$ cat src/rtl/im_port_arbiter_if.sv
// ---------------------------------------------------------------------------
// im_port_arbiter_if
//   Bundle of every signal around the instruction-memory port arbiter:
//   the fetch requester, the program loader and the memory port itself.
//
//   Handshake: a requester raises req with its address/data and holds them
//   stable; the access is accepted at the rising edge that ends a cycle in
//   which req && gnt. gnt is combinational and never waits on the next edge.
//   Read data comes back as a one-cycle rvalid pulse two cycles after
//   acceptance; rdata holds its last value while rvalid is low.
//
//   Modports:
//     slave  - the arbiter: consumes requests and im_rdata, drives grants,
//              responses and the memory port.
//     master - the surrounding system (requesters + memory).
// ---------------------------------------------------------------------------
interface im_port_arbiter_if #(
  parameter int ADDR_W = 10,
  parameter int DATA_W = 32
);
  // fetch side (read-only)
  logic              f_req;
  logic [ADDR_W-1:0] f_addr;
  logic              f_flush;
  logic              f_gnt;
  logic              f_rvalid;
  logic [DATA_W-1:0] f_rdata;
  // loader side (read/write)
  logic              l_req;
  logic              l_we;
  logic [ADDR_W-1:0] l_addr;
  logic [DATA_W-1:0] l_wdata;
  logic              l_lock;
  logic              l_gnt;
  logic              l_rvalid;
  logic [DATA_W-1:0] l_rdata;
  // memory port
  logic              im_read;
  logic              im_write;
  logic [ADDR_W-1:0] im_addr;
  logic [DATA_W-1:0] im_wdata;
  logic [DATA_W-1:0] im_rdata;

  modport slave (
    input  f_req, f_addr, f_flush,
    output f_gnt, f_rvalid, f_rdata,
    input  l_req, l_we, l_addr, l_wdata, l_lock,
    output l_gnt, l_rvalid, l_rdata,
    output im_read, im_write, im_addr, im_wdata,
    input  im_rdata
  );

  modport master (
    output f_req, f_addr, f_flush,
    input  f_gnt, f_rvalid, f_rdata,
    output l_req, l_we, l_addr, l_wdata, l_lock,
    input  l_gnt, l_rvalid, l_rdata,
    input  im_read, im_write, im_addr, im_wdata,
    output im_rdata
  );
endinterface

$ cat src/rtl/im_port_arbiter.sv
// ---------------------------------------------------------------------------
// im_port_arbiter
//   Shares the single instruction-memory port between instruction fetch
//   (read-only) and the program loader (read/write). At most one access is
//   granted per cycle; the winner is registered onto the memory port (issue
//   stage) and the read data is registered back to its owner (response
//   stage), giving a fixed read latency of two cycles.
//
//   Arbitration: the only eligible requester wins; on a tie a locked loader
//   wins while its burst count is below MAX_BURST, otherwise round-robin
//   against last_win. A fetch flush blocks the fetch grant for that cycle and
//   kills the fetch response already sitting in the issue stage.
//
//   Ports:
//     clk  - clock, all state on the rising edge
//     rst  - asynchronous, active-low reset
//     bus  - im_port_arbiter_if.slave (fetch, loader and memory signals)
// ---------------------------------------------------------------------------
module im_port_arbiter #(
  parameter int ADDR_W    = 10,
  parameter int DATA_W    = 32,
  parameter int MAX_BURST = 8
) (
  input  logic                clk,
  input  logic                rst,
  im_port_arbiter_if.slave    bus
);

  typedef enum logic {
    OWN_FETCH  = 1'b0,
    OWN_LOADER = 1'b1
  } owner_e;

  localparam logic [7:0] BURST_MAX = 8'(MAX_BURST);

  // arbitration state
  owner_e      last_win;
  logic [7:0]  burst_cnt;

  // arbitration decode
  logic        f_elig;
  logic        l_elig;
  logic        lock_wins;
  logic        f_gnt;
  logic        l_gnt;

  // issue stage
  logic              iss_read;
  logic              iss_write;
  logic [ADDR_W-1:0] iss_addr;
  logic [DATA_W-1:0] iss_wdata;
  logic              iss_f_vld;   // issued read belongs to fetch (flushable)
  logic              iss_l_rd;    // issued read belongs to loader

  // response stage
  logic              rsp_f_vld;
  logic [DATA_W-1:0] rsp_f_data;
  logic              rsp_l_vld;
  logic [DATA_W-1:0] rsp_l_data;

  always_comb begin
    f_gnt     = 1'b0;
    l_gnt     = 1'b0;
    f_elig    = bus.f_req && !bus.f_flush;
    l_elig    = bus.l_req;
    lock_wins = bus.l_lock && (burst_cnt < BURST_MAX);
    // Grants look at rst directly so they drop the instant reset asserts.
    if (rst) begin
      if (f_elig && l_elig) begin
        if (lock_wins || (last_win == OWN_FETCH)) l_gnt = 1'b1;
        else                                      f_gnt = 1'b1;
      end else begin
        f_gnt = f_elig;
        l_gnt = l_elig;
      end
    end
  end

  // Arbitration state: last winner and loader burst counter.
  always_ff @(posedge clk or negedge rst) begin
    if (!rst) begin
      last_win  <= OWN_LOADER;
      burst_cnt <= 8'd0;
    end else begin
      if (f_gnt)      last_win <= OWN_FETCH;
      else if (l_gnt) last_win <= OWN_LOADER;

      // Any fetch grant or a dropped lock ends the burst; otherwise a locked
      // loader grant counts up and sticks at the limit.
      if (f_gnt || !bus.l_lock)                burst_cnt <= 8'd0;
      else if (l_gnt && (burst_cnt < BURST_MAX)) burst_cnt <= burst_cnt + 8'd1;
    end
  end

  // Issue stage: register the winning request onto the memory port.
  always_ff @(posedge clk or negedge rst) begin
    if (!rst) begin
      iss_read  <= 1'b0;
      iss_write <= 1'b0;
      iss_addr  <= '0;
      iss_wdata <= '0;
      iss_f_vld <= 1'b0;
      iss_l_rd  <= 1'b0;
    end else begin
      iss_read  <= f_gnt || (l_gnt && !bus.l_we);
      iss_write <= l_gnt && bus.l_we;
      iss_f_vld <= f_gnt;
      iss_l_rd  <= l_gnt && !bus.l_we;
      if (f_gnt) begin
        iss_addr <= bus.f_addr;
      end else if (l_gnt) begin
        iss_addr  <= bus.l_addr;
        iss_wdata <= bus.l_wdata;
      end
    end
  end

  // Response stage: capture memory data with its owner tag. A flush kills the
  // fetch read currently in the issue stage; the memory still performs the
  // read but the data is neither flagged nor latched.
  always_ff @(posedge clk or negedge rst) begin
    if (!rst) begin
      rsp_f_vld  <= 1'b0;
      rsp_f_data <= '0;
      rsp_l_vld  <= 1'b0;
      rsp_l_data <= '0;
    end else begin
      rsp_f_vld <= iss_f_vld && !bus.f_flush;
      rsp_l_vld <= iss_l_rd;
      if (iss_f_vld && !bus.f_flush) rsp_f_data <= bus.im_rdata;
      if (iss_l_rd)                  rsp_l_data <= bus.im_rdata;
    end
  end

  assign bus.f_gnt    = f_gnt;
  assign bus.l_gnt    = l_gnt;
  assign bus.im_read  = iss_read;
  assign bus.im_write = iss_write;
  assign bus.im_addr  = iss_addr;
  assign bus.im_wdata = iss_wdata;
  assign bus.f_rvalid = rsp_f_vld;
  assign bus.f_rdata  = rsp_f_data;
  assign bus.l_rvalid = rsp_l_vld;
  assign bus.l_rdata  = rsp_l_data;

endmodule

$ cat src/flat_wrapper.sv
// flat-port wrapper written by rule: the top's interface ports become plain ports
module im_port_arbiter_flat 
#(
  parameter int ADDR_W    = 10,
  parameter int DATA_W    = 32,
  parameter int MAX_BURST = 8
)
  (clk, rst, bus_f_req, bus_f_addr, bus_f_flush, bus_f_gnt, bus_f_rvalid, bus_f_rdata, bus_l_req, bus_l_we, bus_l_addr, bus_l_wdata, bus_l_lock, bus_l_gnt, bus_l_rvalid, bus_l_rdata, bus_im_read, bus_im_write, bus_im_addr, bus_im_wdata, bus_im_rdata);
  im_port_arbiter_if #(.ADDR_W(ADDR_W), .DATA_W(DATA_W)) bus_i ();
  input  logic clk;
  input  logic rst;
  input wire logic [$bits(bus_i.f_req)-1:0] bus_f_req;
  input wire logic [$bits(bus_i.f_addr)-1:0] bus_f_addr;
  input wire logic [$bits(bus_i.f_flush)-1:0] bus_f_flush;
  output wire logic [$bits(bus_i.f_gnt)-1:0] bus_f_gnt;
  output wire logic [$bits(bus_i.f_rvalid)-1:0] bus_f_rvalid;
  output wire logic [$bits(bus_i.f_rdata)-1:0] bus_f_rdata;
  input wire logic [$bits(bus_i.l_req)-1:0] bus_l_req;
  input wire logic [$bits(bus_i.l_we)-1:0] bus_l_we;
  input wire logic [$bits(bus_i.l_addr)-1:0] bus_l_addr;
  input wire logic [$bits(bus_i.l_wdata)-1:0] bus_l_wdata;
  input wire logic [$bits(bus_i.l_lock)-1:0] bus_l_lock;
  output wire logic [$bits(bus_i.l_gnt)-1:0] bus_l_gnt;
  output wire logic [$bits(bus_i.l_rvalid)-1:0] bus_l_rvalid;
  output wire logic [$bits(bus_i.l_rdata)-1:0] bus_l_rdata;
  output wire logic [$bits(bus_i.im_read)-1:0] bus_im_read;
  output wire logic [$bits(bus_i.im_write)-1:0] bus_im_write;
  output wire logic [$bits(bus_i.im_addr)-1:0] bus_im_addr;
  output wire logic [$bits(bus_i.im_wdata)-1:0] bus_im_wdata;
  input wire logic [$bits(bus_i.im_rdata)-1:0] bus_im_rdata;
  assign bus_i.f_req = bus_f_req;
  assign bus_i.f_addr = bus_f_addr;
  assign bus_i.f_flush = bus_f_flush;
  assign bus_f_gnt = bus_i.f_gnt;
  assign bus_f_rvalid = bus_i.f_rvalid;
  assign bus_f_rdata = bus_i.f_rdata;
  assign bus_i.l_req = bus_l_req;
  assign bus_i.l_we = bus_l_we;
  assign bus_i.l_addr = bus_l_addr;
  assign bus_i.l_wdata = bus_l_wdata;
  assign bus_i.l_lock = bus_l_lock;
  assign bus_l_gnt = bus_i.l_gnt;
  assign bus_l_rvalid = bus_i.l_rvalid;
  assign bus_l_rdata = bus_i.l_rdata;
  assign bus_im_read = bus_i.im_read;
  assign bus_im_write = bus_i.im_write;
  assign bus_im_addr = bus_i.im_addr;
  assign bus_im_wdata = bus_i.im_wdata;
  assign bus_i.im_rdata = bus_im_rdata;
  im_port_arbiter #(.ADDR_W(ADDR_W), .DATA_W(DATA_W), .MAX_BURST(MAX_BURST)) u_core (.clk(clk), .rst(rst), .bus(bus_i));
endmodule
$ cat config.mk
export PLATFORM = sky130hd
export DESIGN_NAME = im_port_arbiter_flat
export DESIGN_NICKNAME = d
export VERILOG_FILES = /design/src/rtl/im_port_arbiter_if.sv /design/src/rtl/im_port_arbiter.sv /design/src/flat_wrapper.sv
export SDC_FILE = /design/constraint.sdc
export NUM_CORES = 1
export LEC_CHECK = 0
export CORE_ASPECT_RATIO = 0.9
export CORE_MARGIN = 10
export CORE_UTILIZATION = 42
export CTS_CLUSTER_DIAMETER = 200
export CTS_CLUSTER_SIZE = 40
export DETAILED_ROUTE_END_ITERATION = 10
export HOLD_SLACK_MARGIN = 0.03
export PLACE_DENSITY = 0.85
export SYNTH_ARGS = -nofsm -noshare
export SYNTH_HDL_FRONTEND = slang
export SYNTH_SLANG_ARGS = --single-unit
$ cat constraint.sdc
create_clock -name clk -period 2.4 [get_ports clk]
set_input_delay 0.72 -clock clk [delete_from_list [all_inputs] [get_ports clk]]
set_output_delay 0.72 -clock clk [all_outputs]
set_load 0.1 [all_outputs]
After elaboration in Yosys (flattened, before gate mapping)
Cells that the tools add are included.

operators by class
  add/sub/neg operators = 1
  bitwise gates (word level) = 2
  multiplexer cells = 12
  reductions and logical operators = 16
  magnitude comparators = 1

operator list
  cell                                                         number
  two-way mux 10 bit                                           2
  two-way mux 8 bit                                            2
  adder 8 x 1 -> 8 bit (second input constant)                 1
  less-than comparator 8 x 4 -> 1 bit (second input constant)  1
  two-way mux 1 bit                                            8
  logical AND 1 bit                                            7
  nonzero test 2 bit                                           2
  zero test 1 bit                                              3
  logical OR 1 bit                                             3
  NOT 1 bit                                                    2
  AND reduction 2 bit                                          1

storage, ports and cells
  output and inout bits = 112
  bits in registers = 121

Logic depth before layout (Yosys ltp)
Gate-level depths: netlist of the first run.

  word-level depth = 9
  gate-level depth with buffers = 6
  gate-level depth less buffers = 5

Least setup slack after synthesis of the first run
OpenSTA, ideal clock, no wires.

  path kind = in2out
  start = input port bus_f_flush
  end = output port bus_f_gnt
  setup slack = -1550 ps
  stages on the path = 2
  arrival = 3230 ps
  path through = and3b_1 a21boi_0

on the way
  cells in the longest elaborated chain, start to end = 5

ends and longest elaborated chain
  item                 line                   text
  from (decl)          flat_wrapper.sv:14     input wire logic [$bits(bus_i.f_flush)-1:0] bus_f_flush;
  zero test 1 bit *    im_port_arbiter.sv:64  f_elig = bus.f_req && !bus.f_flush;
  logical AND 1 bit *  im_port_arbiter.sv:64
  logical AND 1 bit    im_port_arbiter.sv:69  if (f_elig && l_elig) begin
  two-way mux 1 bit *  im_port_arbiter.sv:69
  two-way mux 1 bit *  im_port_arbiter.sv:68  if (rst) begin
  to (decl)            flat_wrapper.sv:15     output wire logic [$bits(bus_i.f_gnt)-1:0] bus_f_gnt;

Every way passes the cells marked *; elsewhere a longest branch is shown, timed or not.

Worst setup path in the final report of the first run
  start = register u_core.burst_cnt[7]
  end = output port bus_l_gnt

on the way
  cells in the longest elaborated chain, start to end = 6

ends and longest elaborated chain
  item                                 line                   text
  from (decl)                          im_port_arbiter.sv:38  logic [7:0] burst_cnt;
  from (signal assigned)               im_port_arbiter.sv:91  else if (l_gnt && (burst_cnt < BURST_MAX)) burst_cnt <= burst_cnt + 8'd1;
  less-than comparator 8 x 4 -> 1 bit  im_port_arbiter.sv:66  lock_wins = bus.l_lock && (burst_cnt < BURST_MAX);
  logical AND 1 bit                    im_port_arbiter.sv:66
  logical OR 1 bit                     im_port_arbiter.sv:70  if (lock_wins || (last_win == OWN_FETCH)) l_gnt = 1'b1;
  two-way mux 1 bit                    im_port_arbiter.sv:70
  two-way mux 1 bit                    im_port_arbiter.sv:69
  two-way mux 1 bit                    im_port_arbiter.sv:68
  to (decl)                            flat_wrapper.sv:23     output wire logic [$bits(bus_i.l_gnt)-1:0] bus_l_gnt;

No other way between the ends.

==> out/results.txt, run 1 <==
Worst path cell trace - nor4_1 -> buf_4 -> a31o_4 -> o21ai_4 -> inv_4 -> buf_12
Status - finished with violations
TritonCTS clock tree - done
Final hold viol count - 0
Final worst-path setup slack - -0.04745 ns
Synth area leaders - dfrtp_1 64%, mux2_2 21%, o221a_2 2.4%
Via Count - 3401
Cell count after synthesis - 300
Setup Slack @ Placement - -0.1580 ns
Ys async rst share - 1.000
CP max FO - 3
Synthesized area - 0.004707 mm²
Cell Int Power - 4863 µW
Yosys warns - 0
Switching Fraction - 0.4787
Failing checks - negative setup slack
Area leader, netlist - dfrtp_1
Starting Density - 0.4318
Final setup vio count - 1
Drt wl/cell - 19.38 µm
GRT Residual Overflow - 0
Worst Skew - 0.004709 ns
Number of global-route vias before repair - 3784
Slew Viols, Final - 0
CTS root buf - clkbuf_16
Post-synthesis sequential area ratio - 0.6435
Crit-path max cell delay - 0.38 ns
Share of cells above drive strength 1 - 0.5019
Min cycle time layout - 2.447 ns
Largest net degree at the start of global routing - 72
CP Launch Type - register
Synth cell types - 39
Arr. time, crit path - 1.73 ns
Max Cap Viol - 0
CP endpoint kind - output port
Max_slew headroom - 0.4335
# hold bufs at CTS - 0
FMAX - 0.4086 GHz
DR pass1 iterations - 4
TNS Setup - -0.04745 ns
H-tree depth - 4
Row cnt - 36
Finished Layout Cells - 690
Clock power share - 0.251
CP max stage cell - dfrtp_1
Sw Pwr - 4465 µW
Die width - 131.6 µm
Gpl congestion - 0.7730
Post-Syn Nets - 392
CORE AREA - 0.01090 mm²
Initial DRC count - 134
Avg Vias per Cell - 4.929
Clk_lat worst skew - 0.41 ns
Leakage power - 0.003273 µW
Worst Hold Class - input port to asynchronous set/reset pin
VDD IR-drop max - 0.0006308 V
Share of the synthesized area in the top cell type - 0.6380
Clock-pin slew on the worst setup and hold paths - 0.05 ns
Die area - 0.01585 mm²
WP buf/inv - 3
Post-DP HPWL - 10040 µm
DRC errors left - 0
Unrepaired setup endpoints after global routing - true
Chip Height - 120.4 µm
EDFF count, synth - 0
Worst-Margin Slew - 0.8498 ns
Final net count - 617
Final ANT Viol Nets - 0
CTS Buf Count - 17
Ant. Diodes - 0
PD cells - 1273 mW/mm²
Synthesized flop and latch total - 121
Seq pwr share - 0.285
GRT Util Overall - 0.1689
Buffers on Ports - 202
CP required - 1.68 ns
Syn avg cell area - 15.69 µm²
Total Wirelength - 13370 µm
Area Overhead vs Synth - 55.69%
Combinational Power Share - 0.464
CP Class - register to output port
Top_reg_cell synth - dfrtp_1
Clk sinks - 121
Initial antenna violation count - 0
Top delay family on crit path - buffers and inverters
IO Count - 203
Longest Clk Path Bufs - 2
First-pass GRT wire length - 20980 µm
Placed cells - 653
Tcrit/Tclk final - 1.020
-- cell type report --
type                    instances  area [µm²]
clock inverters                12       101.3
well taps                     152       190.2
multi-input cells             159        1612
flip-flops and latches        121        3029
clock buffers                  20       456.7
repair buffers                221        1918
inverters                       5       21.27
fillers                       773        3572
-- cell usage in the layout, fill, tap and decap left out, types with 4 or more instances in the layout --
master,n
o22a_1,10
nor2_1,4
inv_1,4
buf_4,128
clkdlybuf4s50_1,85
mux2_1,9
dlygate4sd2_1,4
mux2_2,87
clkinv_2,5
o221a_2,10
clkbuf_16,17
clkinvlp_4,5
dfrtp_1,120
-- sequential cells by signal (all words and copies together), names as in the netlist --
register             flops
u_core.bus.f_rdata      32
u_core.bus.im_wdata     32
u_core.bus.l_rdata      32
u_core.bus.im_addr      10
u_core.burst_cnt         8
u_core.bus.f_rvalid      1
u_core.bus.im_read       1
u_core.bus.im_write      1
u_core.bus.l_rvalid      1
u_core.iss_f_vld         1
u_core.iss_l_rd          1
u_core.last_win          1
-- per-layer routing --
layer  wire [µm]  global-route usage  share of wire  up-vias
met5           0                   0              0        -
met4         186             0.07014          0.014        0
met3        1124             0.07326          0.084       12
met2        6667              0.2841           0.50      160
met1        5393              0.1850           0.40     1677
li1            -                   -              -     1552
-- what timing repair did --
item	in CTS	in global routing
gates resized for setup	7	0
endpoints found under the setup margin	2	2
buffers inserted	3	2
pin swaps	4	1
-- cell families after synthesis --
family,after synthesis,synth area share
multiplexers,97,0.2318
XOR/XNOR,1,0.001861
flip-flops,121,0.6435
buffers and inverters,20,0.02153
adder cells (fa/ha/maj),1,0.002658
AO/OA/AOI/OAI,33,0.06087
AND/OR/NAND/NOR,27,0.03775
-- synth_stat cells (all sizes together), types with 4 or more instances --
cell type / count
buf: 8
clkbuf: 7
dfrtp: 120
inv: 5
mux2: 96
nor2: 5
o21ai: 4
o221a: 10
o22a: 10
-- per-stage QoR --
step / power [µW] / hold WS, ns / util / instance area (µm²)
floorplan: 5948 / 0.3519 / - / 4718
global placement: 6971 / 0.4714 / 0.6163 / 6718
detailed placement: 7032 / 0.4762 / 0.6163 / 6718
CTS: 9411 / 0.09965 / 0.6709 / 7313
global route: 9643 / 0.1099 / 0.6723 / 7328
finish: 9328 / 0.1267 / 0.6723 / 7328
-- power groups by stage --
stage / Clock (µW) / Combinational [µW] / Sequential (µW)
6_report: 2340 / 4330 / 2660
5_1_grt: 2500 / 4440 / 2710
4_1_cts: 2390 / 4360 / 2660
3_5_place_dp: 0 / 4350 / 2690
3_3_place_gp: 0 / 4300 / 2670
2_1_floorplan: 0 / 457 / 5490
-- final timing paths --
check | startpoint | endpoint | slack [ns] | cells past startpoint
max | u_core.burst_cnt[7]$_DFFE_PN0P_ | bus_l_gnt | -0.05 | 6
min | rst | u_core.iss_f_vld$_DFF_PN0_ | 0.13 | 1
max reg2reg | u_core.burst_cnt[7]$_DFFE_PN0P_ | u_core.bus.im_wdata[15]$_DFFE_PN0P_ | 0.33 | 7
min reg2reg | u_core.bus.im_wdata[25]$_DFFE_PN0P_ | u_core.bus.im_wdata[25]$_DFFE_PN0P_ | 0.49 | 1
max in group asynchronous | rst | u_core.bus.l_rdata[18]$_DFFE_PN0P_ | 1.23 | 2
min in group clk | u_core.bus.im_wdata[25]$_DFFE_PN0P_ | u_core.bus.im_wdata[25]$_DFFE_PN0P_ | 0.49 | 1
(Power assumes the default switching activity.)
==> run 2: changes to the inputs <==
- CORE_UTILIZATION: 42 -> 44
- CTS_BUF_LIST: default -> sky130_fd_sc_hd__clkbuf_8
- PLACE_DENSITY: 0.85 -> default
- PLACE_DENSITY_LB_ADDON: default -> 0.15
==> out/results.txt, run 2 (synthesized netlist as in run 1, its figures left out) <==
Status - finished with violations
Failing checks - negative setup slack
CP Class - input port to output port
GRT Residual Overflow - 0 (unchanged)
Setup Slack @ Placement - -0.1740 ns (-0.01603 ns)
Final ANT Viol Nets - 0 (unchanged)
Finished Layout Cells - 665 (-3.6%)
Most common cell after layout, fill and taps aside - buf_4
Via Count - 3401 (unchanged)
Starting Density - 0.4554 (+0.02363)
VDD IR-drop max - 0.0007021 V (+11%)
Clk_lat worst skew - 0.41 ns (about the same)
Buffers on Ports - 202 (unchanged)
Max_slew headroom - 0.6018 (+0.1683)
Tcrit/Tclk final - 1.020 (about the same)
Clock-pin slew on the worst setup and hold paths - 0.07 ns (+0.02 ns)
Number of global-route vias before repair - 3912 (+3.4%)
Final hold viol count - 0 (unchanged)
Share of cells above drive strength 1 - 0.4963 (-0.005590)
Longest Clk Path Bufs - 2 (unchanged)
CP endpoint kind - output port
Most frequent cells in the layout - 126 x buf_4, 120 x dfrtp_1, 87 x mux2_2
CTS Buf Count - 17 (unchanged)
Sw Pwr - 4342 µW (-2.8%)
Drt wl/cell - 19.97 µm (+3.1%)
Reg area - 0.003029 mm² (unchanged)
Initial antenna violation count - 0 (unchanged)
First-pass GRT wire length - 20710 µm (-1.3%)
Worst-Margin Slew - 0.5974 ns (-0.2524 ns)
CTS root buf - clkbuf_8
FMAX - 0.4085 GHz (about the same)
CP required - 1.68 ns (about the same)
Cell Int Power - 4525 µW (-7.0%)
IO Count - 203 (unchanged)
Final setup vio count - 2 (+1)
Clk sinks - 121 (unchanged)
Arr. time, crit path - 1.73 ns (about the same)
Seq pwr share - 0.299 (+0.014)
Min cycle time layout - 2.448 ns (+0.0005322 ns)
Placed cells - 631 (-3.4%)
Unrepaired setup endpoints after global routing - true
Multi-input logic area - 0.001613 mm² (about the same)
Slew Viols, Final - 0 (unchanged)
PD cells - 1238 mW/mm² (-2.7%)
Final worst-path setup slack - -0.04798 ns (-0.0005322 ns)
Worst Hold Class - input port to asynchronous set/reset pin
Combinational Power Share - 0.488 (+0.024)
DRC errors left - 0 (unchanged)
Reg2Reg Depth - 7 (unchanged)
Gpl congestion - 0.7521 (-2.7%)
TritonCTS clock tree - done
Largest net degree at the start of global routing - 111 (+54%)
Leakage power - 0.003234 µW (-1.2%)
Area Overhead vs Synth - 52.10%
Max Cap Viol - 0 (unchanged)
CORE AREA - 0.01033 mm² (-5.2%)
Clock power share - 0.213 (-0.038)
CP Launch Type - input port
CP max FO - 2 (-1)
Ant. Diodes - 0 (unchanged)
Final net count - 616 (-0.16%)
H-tree depth - 4 (unchanged)
Initial DRC count - 197 (+47%)
Post-DP HPWL - 9982 µm (-0.56%)
Avg Vias per Cell - 5.114 (+3.8%)
DR pass1 iterations - 4 (unchanged)
Worst Skew - 0.01093 ns (+0.006217 ns)
Filler Cell Count - 757 (-2.1%)
Row cnt - 35 (-2.8%)
GRT Util Overall - 0.1729 (+0.004049)
Switching Fraction - 0.4897 (+0.01102)
Die area - 0.01524 mm² (-3.8%)
Total Wirelength - 13280 µm (-0.67%)
Chip Height - 118.1 µm (-1.9%)
Die width - 129.0 µm (-1.9%)
Hold Slack - 0.2871 ns (+0.1604 ns)
==> run 2: cell count changes in the layout (fill, tap and decap cells not counted), moves of 2 or more <==
cell,before,now
buf_4,128,126
bufinv_16,1,4
clkbuf_16,17,0
clkbuf_8,2,18
clkinvlp_4,5,1
inv_1,4,8
==> run 2: routing by layer <==
layer | vias to the layer above | track usage | part of all wire
li1 | 1536 | - | -
met1 | 1707 | 0.1922 | 0.40
met2 | 150 | 0.2862 | 0.50
met3 | 8 | 0.08149 | 0.10
met4 | 0 | 0.05469 | 0.0090
met5 | - | 0 | 0
==> run 2: layout make-up <==
| class | count | share of cell area |
|---|---|---|
| clock inverters | 13 | 0.02272 |
| multi-input cells | 159 | 0.2253 |
| flip-flops and latches | 121 | 0.4231 |
| inverters | 5 | 0.002971 |
| clock buffers | 18 | 0.03460 |
| well taps | 129 | 0.02254 |
| repair buffers | 220 | 0.2688 |
==> run 2: path summary, 6_finish.rpt <==
check	slack [ns]	from	end
worst max-delay path	-0.05	bus_l_req	bus_l_gnt
worst min-delay path	0.29	rst	u_core.bus.im_addr[8]$_DFFE_PN0P_
worst max register to register	0.34	u_core.burst_cnt[7]$_DFFE_PN0P_	u_core.bus.im_wdata[15]$_DFFE_PN0P_
worst min register to register	0.38	u_core.iss_l_rd$_DFF_PN0_	u_core.bus.l_rvalid$_DFF_PN0_
max in group asynchronous	1.25	rst	u_core.bus.l_rdata[1]$_DFFE_PN0P_
min in group clk	0.38	u_core.iss_l_rd$_DFF_PN0_	u_core.bus.l_rvalid$_DFF_PN0_
==> run 2: metrics by stage <==
step	instance area (µm²)	total power, µW	TNS [ns]	utilization
detailed placement	6704	7043	-4.279	0.6487
floorplan	4718	5948	0	-
finish	7159	8867	-0.05453	0.6927
global route	7159	9164	-0.2209	0.6927
global placement	6704	6987	-2.304	0.6487
CTS	7159	8950	-0.08332	0.6927
==> run 2: power groups by stage <==
stage	combinational, µW	sequential, µW	clock, µW
final	4320	2650	1890
after global routing	4440	2700	2020
after CTS	4360	2660	1930
after detailed placement	4350	2690	0
after global placement	4320	2670	0
after floorplan	457	5490	0
==> run 2: critical path, stage by stage <==
cell	delay (ns)
clkdlybuf4s50_1	0.49
and2_1	0.20
o21ai_4	0.09
inv_4	0.07
buf_12	0.16
==> run 2: timing repair <==
action | 4_1_cts | 5_1_grt
hold buffers | 0 | 0
setup buffers | 3 | 0
pin swaps | 4 | 0
endpoints found under the hold margin | 0 | 0
endpoints found under the setup margin | 2 | 2
gates resized for setup | 7 | 0
